## config.mk

```make
export PLATFORM = sky130hd
export DESIGN_NAME = pipe_skid_reg
export DESIGN_NICKNAME = d
export VERILOG_FILES = /design/src/rtl/pipe_pkg.sv /design/src/rtl/pipe_slot.sv /design/src/rtl/pipe_skid_reg.sv
export SDC_FILE = /design/constraint.sdc
export NUM_CORES = 1
export LEC_CHECK = 0
export CAP_MARGIN = 0
export CELL_PAD_IN_SITES_DETAIL_PLACEMENT = 1
export CELL_PAD_IN_SITES_GLOBAL_PLACEMENT = 1
export CORE_ASPECT_RATIO = 1.25
export CORE_MARGIN = 3
export CORE_UTILIZATION = 37
export DETAILED_ROUTE_END_ITERATION = 7
export GPL_ROUTABILITY_DRIVEN = 0
export GPL_TIMING_DRIVEN = 0
export PLACE_DENSITY = 0.77
export REMOVE_ABC_BUFFERS = 1
export SLEW_MARGIN = 5
export SYNTH_ARGS = -nofsm -noshare
export SYNTH_HDL_FRONTEND = slang
export SYNTH_SLANG_ARGS = --single-unit
```

## constraint.sdc

```tcl
create_clock -name clk -period 2.1 [get_ports clk]
set_input_delay 0.21 -clock clk [delete_from_list [all_inputs] [get_ports clk]]
set_output_delay 0.21 -clock clk [all_outputs]
set_load 0.03 [all_outputs]
```

## src/rtl/pipe_pkg.sv

```systemverilog
// Shared types for the pipeline stage registers.
// Combinational definitions only: no latency and no handshake of its own.
package pipe_pkg;

    typedef enum logic [1:0] {
        S_EMPTY = 2'd0,
        S_FULL  = 2'd1,
        S_SKID  = 2'd2
    } skid_state_t;

    localparam int OCC_W = 2;

endpackage

```

## src/rtl/pipe_slot.sv

```systemverilog
// One LANES x WIDTH bundle register with load, clear and invalid-lane masking.
// Captures on the next edge after load; no flow control of its own (priority: rst > clr > load).
module pipe_slot #(
    parameter int WIDTH      = 32,
    parameter int LANES      = 2,
    parameter bit CLEAR_DATA = 1'b1
) (
    input  logic                   clk,
    input  logic                   rst,
    input  logic                   clr,
    input  logic                   load,
    input  logic [LANES-1:0]       d_valid,
    input  logic [LANES*WIDTH-1:0] d_data,
    output logic [LANES-1:0]       valid,
    output logic [LANES*WIDTH-1:0] data
);

    logic [LANES*WIDTH-1:0] masked;

    always_comb begin
        masked = d_data;
        if (CLEAR_DATA) begin
            for (int i = 0; i < LANES; i++) begin
                if (!d_valid[i]) masked[i*WIDTH +: WIDTH] = '0;
            end
        end
    end

    always_ff @(posedge clk) begin
        if (rst) begin
            valid <= '0;
            data  <= '0;
        end else if (clr) begin
            valid <= '0;
            // With CLEAR_DATA = 0 the payload stays put so the clear costs no data-path enable
            if (CLEAR_DATA) data <= '0;
        end else if (load) begin
            valid <= d_valid;
            data  <= masked;
        end
    end

endmodule

```

## src/rtl/pipe_skid_reg.sv

```systemverilog
// Multi-lane stage register with valid/ready handshake and a 2-entry skid buffer.
// Latency 1 cycle; in_ready is registered, so a full bundle is accepted every cycle without a comb ready path.
module pipe_skid_reg
    import pipe_pkg::*;
#(
    parameter int WIDTH      = 32,
    parameter int LANES      = 2,
    parameter bit CLEAR_DATA = 1'b1
) (
    input  logic                   clk,
    input  logic                   rst,
    input  logic                   flush,
    input  logic [LANES-1:0]       in_valid,
    input  logic [LANES*WIDTH-1:0] in_data,
    output logic                   in_ready,
    output logic [LANES-1:0]       out_valid,
    output logic [LANES*WIDTH-1:0] out_data,
    input  logic                   out_ready,
    output logic [OCC_W-1:0]       occ
);

    skid_state_t state;

    logic in_any, in_fire, out_any, out_fire;
    logic head_load, head_clr, skid_load, skid_clr;
    logic [LANES-1:0]       skid_valid, head_src_valid;
    logic [LANES*WIDTH-1:0] skid_data, head_src_data;

    assign in_any   = |in_valid;
    assign in_fire  = in_any & in_ready;
    assign out_any  = |out_valid;
    assign out_fire = out_any & out_ready;

    // Head refills from the skid slot on resume, otherwise straight from the input
    assign head_src_valid = (state == S_SKID) ? skid_valid : in_valid;
    assign head_src_data  = (state == S_SKID) ? skid_data  : in_data;

    assign head_load = (in_fire & ((state == S_EMPTY) | ((state == S_FULL) & out_fire)))
                     | ((state == S_SKID) & out_fire);
    assign head_clr  = flush | ((state == S_FULL) & ~in_fire & out_fire);
    assign skid_load = (state == S_FULL) & in_fire & ~out_fire;
    assign skid_clr  = flush | ((state == S_SKID) & out_fire);

    pipe_slot #(.WIDTH(WIDTH), .LANES(LANES), .CLEAR_DATA(CLEAR_DATA)) u_head (
        .clk     (clk),
        .rst     (rst),
        .clr     (head_clr),
        .load    (head_load),
        .d_valid (head_src_valid),
        .d_data  (head_src_data),
        .valid   (out_valid),
        .data    (out_data)
    );

    pipe_slot #(.WIDTH(WIDTH), .LANES(LANES), .CLEAR_DATA(CLEAR_DATA)) u_skid (
        .clk     (clk),
        .rst     (rst),
        .clr     (skid_clr),
        .load    (skid_load),
        .d_valid (in_valid),
        .d_data  (in_data),
        .valid   (skid_valid),
        .data    (skid_data)
    );

    always_ff @(posedge clk) begin
        if (rst || flush) begin
            state    <= S_EMPTY;
            in_ready <= 1'b1;
            occ      <= OCC_W'(0);
        end else begin
            case (state)
                S_EMPTY: begin
                    if (in_fire) begin
                        state <= S_FULL;
                        occ   <= OCC_W'(1);
                    end
                end
                S_FULL: begin
                    if (in_fire && !out_fire) begin
                        state    <= S_SKID;
                        in_ready <= 1'b0;
                        occ      <= OCC_W'(2);
                    end else if (!in_fire && out_fire) begin
                        state <= S_EMPTY;
                        occ   <= OCC_W'(0);
                    end
                end
                S_SKID: begin
                    if (out_fire) begin
                        state    <= S_FULL;
                        in_ready <= 1'b1;
                        occ      <= OCC_W'(1);
                    end
                end
                default: begin
                    state    <= S_EMPTY;
                    in_ready <= 1'b1;
                    occ      <= OCC_W'(0);
                end
            endcase
        end
    end

`ifndef SYNTHESIS
    logic                   stall_q;
    logic [LANES*WIDTH-1:0] held_q;

    always_ff @(posedge clk) begin
        assert (!(in_fire && state == S_SKID))
            else $error("pipe_skid_reg: input accepted while skid slot occupied");
        if (stall_q) begin
            assert (out_data == held_q)
                else $error("pipe_skid_reg: out_data changed while stalled");
        end
        stall_q <= !rst && !flush && out_any && !out_ready;
        held_q  <= out_data;
    end
`endif

endmodule

```

# Word-level counts from Yosys, hierarchy flattened
# Index checks and enable logic that the tools add are counted.
# Widths: inputs -> output; s select.
[totals]
register_bits = 135
input_bits = 70
out_inout_bits = 69
word_cells = 54
[classes]
n_eq_ne = 6
mux = 14
n_bitwise = 16
n_reduce_logical = 12
[op_table]
columns = ["operator", "n"]
rows = [
  ["$mux 32", 4],
  ["$mux 64", 1],
  ["$mux 2", 5],
  ["$and 1x1->1", 9],
  ["$reduce_or 2->1", 4],
  ["$pmux 2 s3", 1],
  ["$reduce_and 3->1", 2],
  ["$ne 2x2->1 const B", 2],
  ["$or 1x1->1", 4],
  ["$ne 3x1->1 const B", 1],
  ["$not 1->1", 3],
  ["$pmux 1 s3", 1],
  ["$eq 2x1->1 const B", 1],
  ["$eq 2x2->1 const B", 1],
  ["$logic_and 1x1->1", 2],
  ["$logic_not 1->1", 2],
  ["$logic_not 2->1", 1],
  ["$mux 1", 2],
  ["$ne 2x1->1 const B", 1],
  ["$logic_or 1x1->1", 1],
]

# Depth between registers and ports, before layout
[depth]
depth_word = 7
ltp_mapped = 7
mapped_depth_nobuf = 4

# Modules after synthesis
# From an unflattened synthesis, not the netlist that was laid out.
[hier_totals]
cells_unflattened = 683
area_unflattened_um2 = 6572.6
[modules_own_cells]
columns = ["mod", "n_inst", "cells_each", "area_per_inst_um2", "seq_area_each_um2"]
rows = [
  ["pipe_slot", 2, 292, 2740.1, 1321.3],
  ["pipe_skid_reg", 1, 99, 1092.3, 60.1],
]

# Worst setup path after synthesis
# Ideal clock, no wire load.
[synth_timing]
kind = "register to register"
startpoint = "reg state[0]"
endpoint = "reg u_head.data[41]"
setup_ps = 68
arrival_ps = 1928
required_ps = 2032
path_slack_ps = 103
path_stages_with_launch = 7
n_path_buf = 2
period_less_slack_ps = 1997
cell_sequence = "dfxtp_1 > nand2b_1 > buf_4 > o22ai_2 > a2111oi_4 > buf_6 > o2bb2ai_2"
[synth_via]
elab_chain_len = 5
word_cells_on_any_way = 15
classes_between = "2 x eq/ne; 3 x mux; 8 x bitwise; 2 x reduce/logical"
[synth_rtl]
columns = ["item", "line_no", "rtl"]
rows = [
  ["start: declaration", "pipe_skid_reg.sv:22", "skid_state_t state;"],
  ["start signal: assignment", "pipe_skid_reg.sv:68", "state <= S_EMPTY;"],
  ["start signal: assignment", "pipe_skid_reg.sv:75", "state <= S_FULL;"],
  ["start signal: assignment", "pipe_skid_reg.sv:81", "state <= S_SKID;"],
  ["$eq 2x1->1", "pipe_skid_reg.sv:38, pipe_skid_reg.sv:40", ""],
  ["$and 1x1->1 (on tied branches)", "pipe_skid_reg.sv:38, pipe_skid_reg.sv:40", ""],
  ["$or 1x1->1 / $and 1x1->1 (equally long branches)", "pipe_skid_reg.sv:38, pipe_skid_reg.sv:40", ""],
  ["$and 1x1->1 / $or 1x1->1 (equally long branches)", "pipe_skid_reg.sv:38, pipe_skid_reg.sv:40", ""],
  ["$or 1x1->1 / $reduce_or 2->1 (equally long branches)", "n/a", ""],
  ["end signal: assignment", "pipe_slot.sv:39", "data <= masked;"],
  ["end: declaration", "pipe_slot.sv:15", "output logic [LANES*WIDTH-1:0] data"],
]
# Parallel ways exist; a longest one is shown, timed or not.
# A chain may end at the register's enable or synchronous reset.

# Worst setup path after layout
[layout_timing]
startpoint = "reg u_head.valid[1]"
endpoint = "reg u_skid.valid[0]"
[layout_via]
elab_chain_len = 5
word_cells_on_any_way = 7
classes_between = "5 x bitwise; 2 x reduce/logical"
[layout_rtl]
columns = ["item", "line_no", "rtl"]
rows = [
  ["start: declaration", "pipe_slot.sv:14", "output logic [LANES-1:0] valid,"],
  ["start signal: assignment", "pipe_slot.sv:38", "valid <= d_valid;"],
  ["$reduce_or 2->1 *", "pipe_skid_reg.sv:31", "assign out_any = |out_valid;"],
  ["$and 1x1->1 *", "pipe_skid_reg.sv:32", "assign out_fire = out_any & out_ready;"],
  ["$and 1x1->1", "pipe_skid_reg.sv:42", "assign skid_clr = flush | ((state == S_SKID) & out_fire);"],
  ["$or 1x1->1", "pipe_skid_reg.sv:42", ""],
  ["$reduce_or 2->1 (no line)", "n/a", ""],
  ["end signal: assignment", "pipe_slot.sv:38", ""],
  ["end: declaration", "pipe_slot.sv:14", ""],
]
# Mark *: on every way between the ends. The rest lies on a longest branch, timed or not.

==> results.md <==
- Min Tclk post-route: 2.02 ns
- Final setup violation count: 0
- Vias: 4,802
- Fin cells: 871
- Routed Antenna Nets: 0
- Post-synth EDFFs: 0
- Port Buf Inserts: 138
- Tot GR Track Use: 21.9%
- Synth Area per Inst: 10.0 um2
- Number of synthesized register bits: 135
- Sum Neg Setup Slack: 0 ns
- Share of layout cells above drive strength 1: 14.9%
- Worst setup SP type: flop
- Worst EP arrival: 2.28 ns
- Leak: 3.10 nW
- Design area: 7900 um2
- Status: completed
- Detailed placement HPWL: 11,200 um
- Initial core utilization: 38.6%
- Synthesized instance count: 543
- Crit path buf inv count: 0
- Worst-Skew Late Latency: 0.42 ns
- Dpl cells: 827
- Wirelength per Cell: 20.1 um
- Count of cell types in the netlist: 31
- Critical-path top delay cell: or4b_4
- Largest area contributor in the synthesized netlist: dfxtp_1
- F_max: 494 MHz
- Ys Warns: 0
- Most frequent cell after synthesis: dfxtp_1
- Pre-CTS setup slack: -0.913 ns
- 1st-pass router iterations: 4
- Drt first-iter violations: 199
- Setup WS post-layout: 0.0777 ns
- Remaining global-route overflow: 0
- Count of final max-slew check failures: 0
- TritonCTS Buffers: 17
- Worst setup path class: flop to flop
- GR peak layer: met2
- Ys flop type: dfxtp_1
- Initial antenna violation count: 0
- Ranking of synthesized cells by area: dfxtp_1 (50%), mux2i_1 (12%), o2bb2ai_1 (7.1%), nand3_1 (6.2%), a21oi_1 (6.1%)
- Fin crit share: 96.3%
- Max Fanout on Critical Path: 66
- Asr flop ratio synth: 0%
- Vias in the first global route: 5,444
- Power Dens Cells: 874 nW/um2
- CTS Hold Bufs: 0
- Sequential element share of the synthesized area: 49.6%
- Fin. Hold Viols: 0
- CP required: 2.36 ns
- Total power: 6.90 mW
- Total wire length: 17,500 um
- Fillcell total: 1,546
- Setup crit end kind: flop
- Vias per cell: 5.51
- Top cell type's share of synthesized area: 49.6%
- Actual slew at the worst max-slew pin: 0.839 ns
- Fin nets: 755
- Remaining DRCs: 0
- Die area: 16,200 um2
- Cell Chain, Critical Path: o21a_2 -> or4b_4 -> nand2_2 -> a21oi_1
- Layout area overhead: 44.9%
- Area after DPL: 7070 um2
- Synth top cells by count: dfxtp_1 (135), nand2_1 (68), nand3_1 (67)
- Crit path max-delay family: simple AND/OR/NAND/NOR gates
- I/O pin count: 139
- Clk slew on worst S/H paths: 0.06 ns
- Clock sink total: 135
- CTS tree: done
- Die W: 115 um
- Row cnt: 48
- Hold Crit Class: input port to flop
- Met3 usage: 6.40%
- Clock Path Buffers: 2
- Core footprint: 14,100 um2
- Met1 Usage GRT: 25.0%
- H-tree lvl count: 4
- Met2 Use GR: 38.7%
- Rel. slew slack: 44.1%
- VDD IR max: 0.496 mV
- Mapped Area: 5450 um2
- Flop-to-flop setup slack: 0.08 ns
- Die Height: 142 um
- Clk_skew: 0.00699 ns
- Ant. Diodes: 0
- Global-route wire length before repair: 28,000 um
- Maximum Capacitance Violations: 0
- Pin count of the biggest net entering global routing: 67
- Root Driver: clkbuf_16
- Slowest stage delay, CP: 0.85 ns
[worst paths after layout]
path,startpoint,end,cells past startpoint
setup / recovery,u_head.valid[1],u_skid.valid[0],4
hold / removal,in_valid[1],u_skid.data[56],3
setup reg to reg,u_head.valid[1],u_skid.valid[0],4
hold reg to reg,u_skid.data[36],u_skid.data[36],2
[repair_timing]
| action | in CTS | in global routing |
|---|---|---|
| gates resized for setup | 6 | 3 |
| setup buffers | 13 | 2 |
| setup endpoints to repair | 123 | 60 |
| gates cloned | 1 | 0 |
| pin swaps | 4 | 2 |
[metal layers]
| metal | up-vias | part of all wire, % |
|---|---|---|
| met3 | 22 | 6.1 |
| li1 | 2246 | - |
| met1 | 2397 | 42 |
| met2 | 137 | 51 |
| met4 | 0 | 1.3 |
| met5 | - | 0 |
[state kept, by name, summed over array words and instances, names as in the netlist]
name,count
u_skid.valid,2
u_head.valid,2
in_ready,1
u_head.data,64
u_skid.data,64
state,2
[cell type report]
cell class	count	area [um2]	share of cell area, %
repair buffers	172	1740	22.0
clock buffers	18	439	5.56
well taps	175	219	2.77
multi-input cells	359	2540	32.2
clock inverters	12	250	3.17
flip-flops and latches	135	2710	34.3
[cell families after synthesis]
| kind of cell | after synthesis | share of synthesized area (%) |
|---|---|---|
| DFF | 135 | 49.6 |
| muxes | 66 | 12.2 |
| AOI/OAI and AO/OA | 144 | 21.1 |
| and+or+nand+nor | 148 | 12.3 |
| buffers and inverters | 50 | 4.84 |
[metrics by stage]
step	util, %	hold WS (ns)
floorplan	-	0.287
global placement	48.1	0.437
detailed placement	50.1	0.445
CTS	55.9	0.255
global route	55.9	0.292
finish	55.9	0.278
[power by group]
part,total [mW],internal [mW],switching [mW]
Sequential,2.66,2.62,0.0435
Combinational,0.744,0.335,0.409
Clock,3.50,2.37,1.13
[layout by cell type (no fill, tap or decap), types with 2 or more instances in the layout]
master,instances
clkdlybuf4s50_1,136
dfxtp_1,133
nand3_1,67
nand2_1,67
a21oi_1,66
mux2i_1,64
o2bb2ai_1,44
o2bb2ai_2,20
buf_4,20
clkbuf_16,17
buf_6,11
bufinv_16,7
nor2_1,4
o21ai_4,3
nor3_1,3
clkinvlp_4,3
buf_16,3
or2_2,2
mux2_2,2
o211ai_1,2
o21ai_0,2
clkinv_4,2
[worst reg2reg max path: stages, from the launching register on]
cell,delay [ns]
dfxtp_1,0.36
o21a_2,0.32
or4b_4,0.85
nand2_2,0.24
a21oi_1,0.09
(Power assumes the default switching activity.)
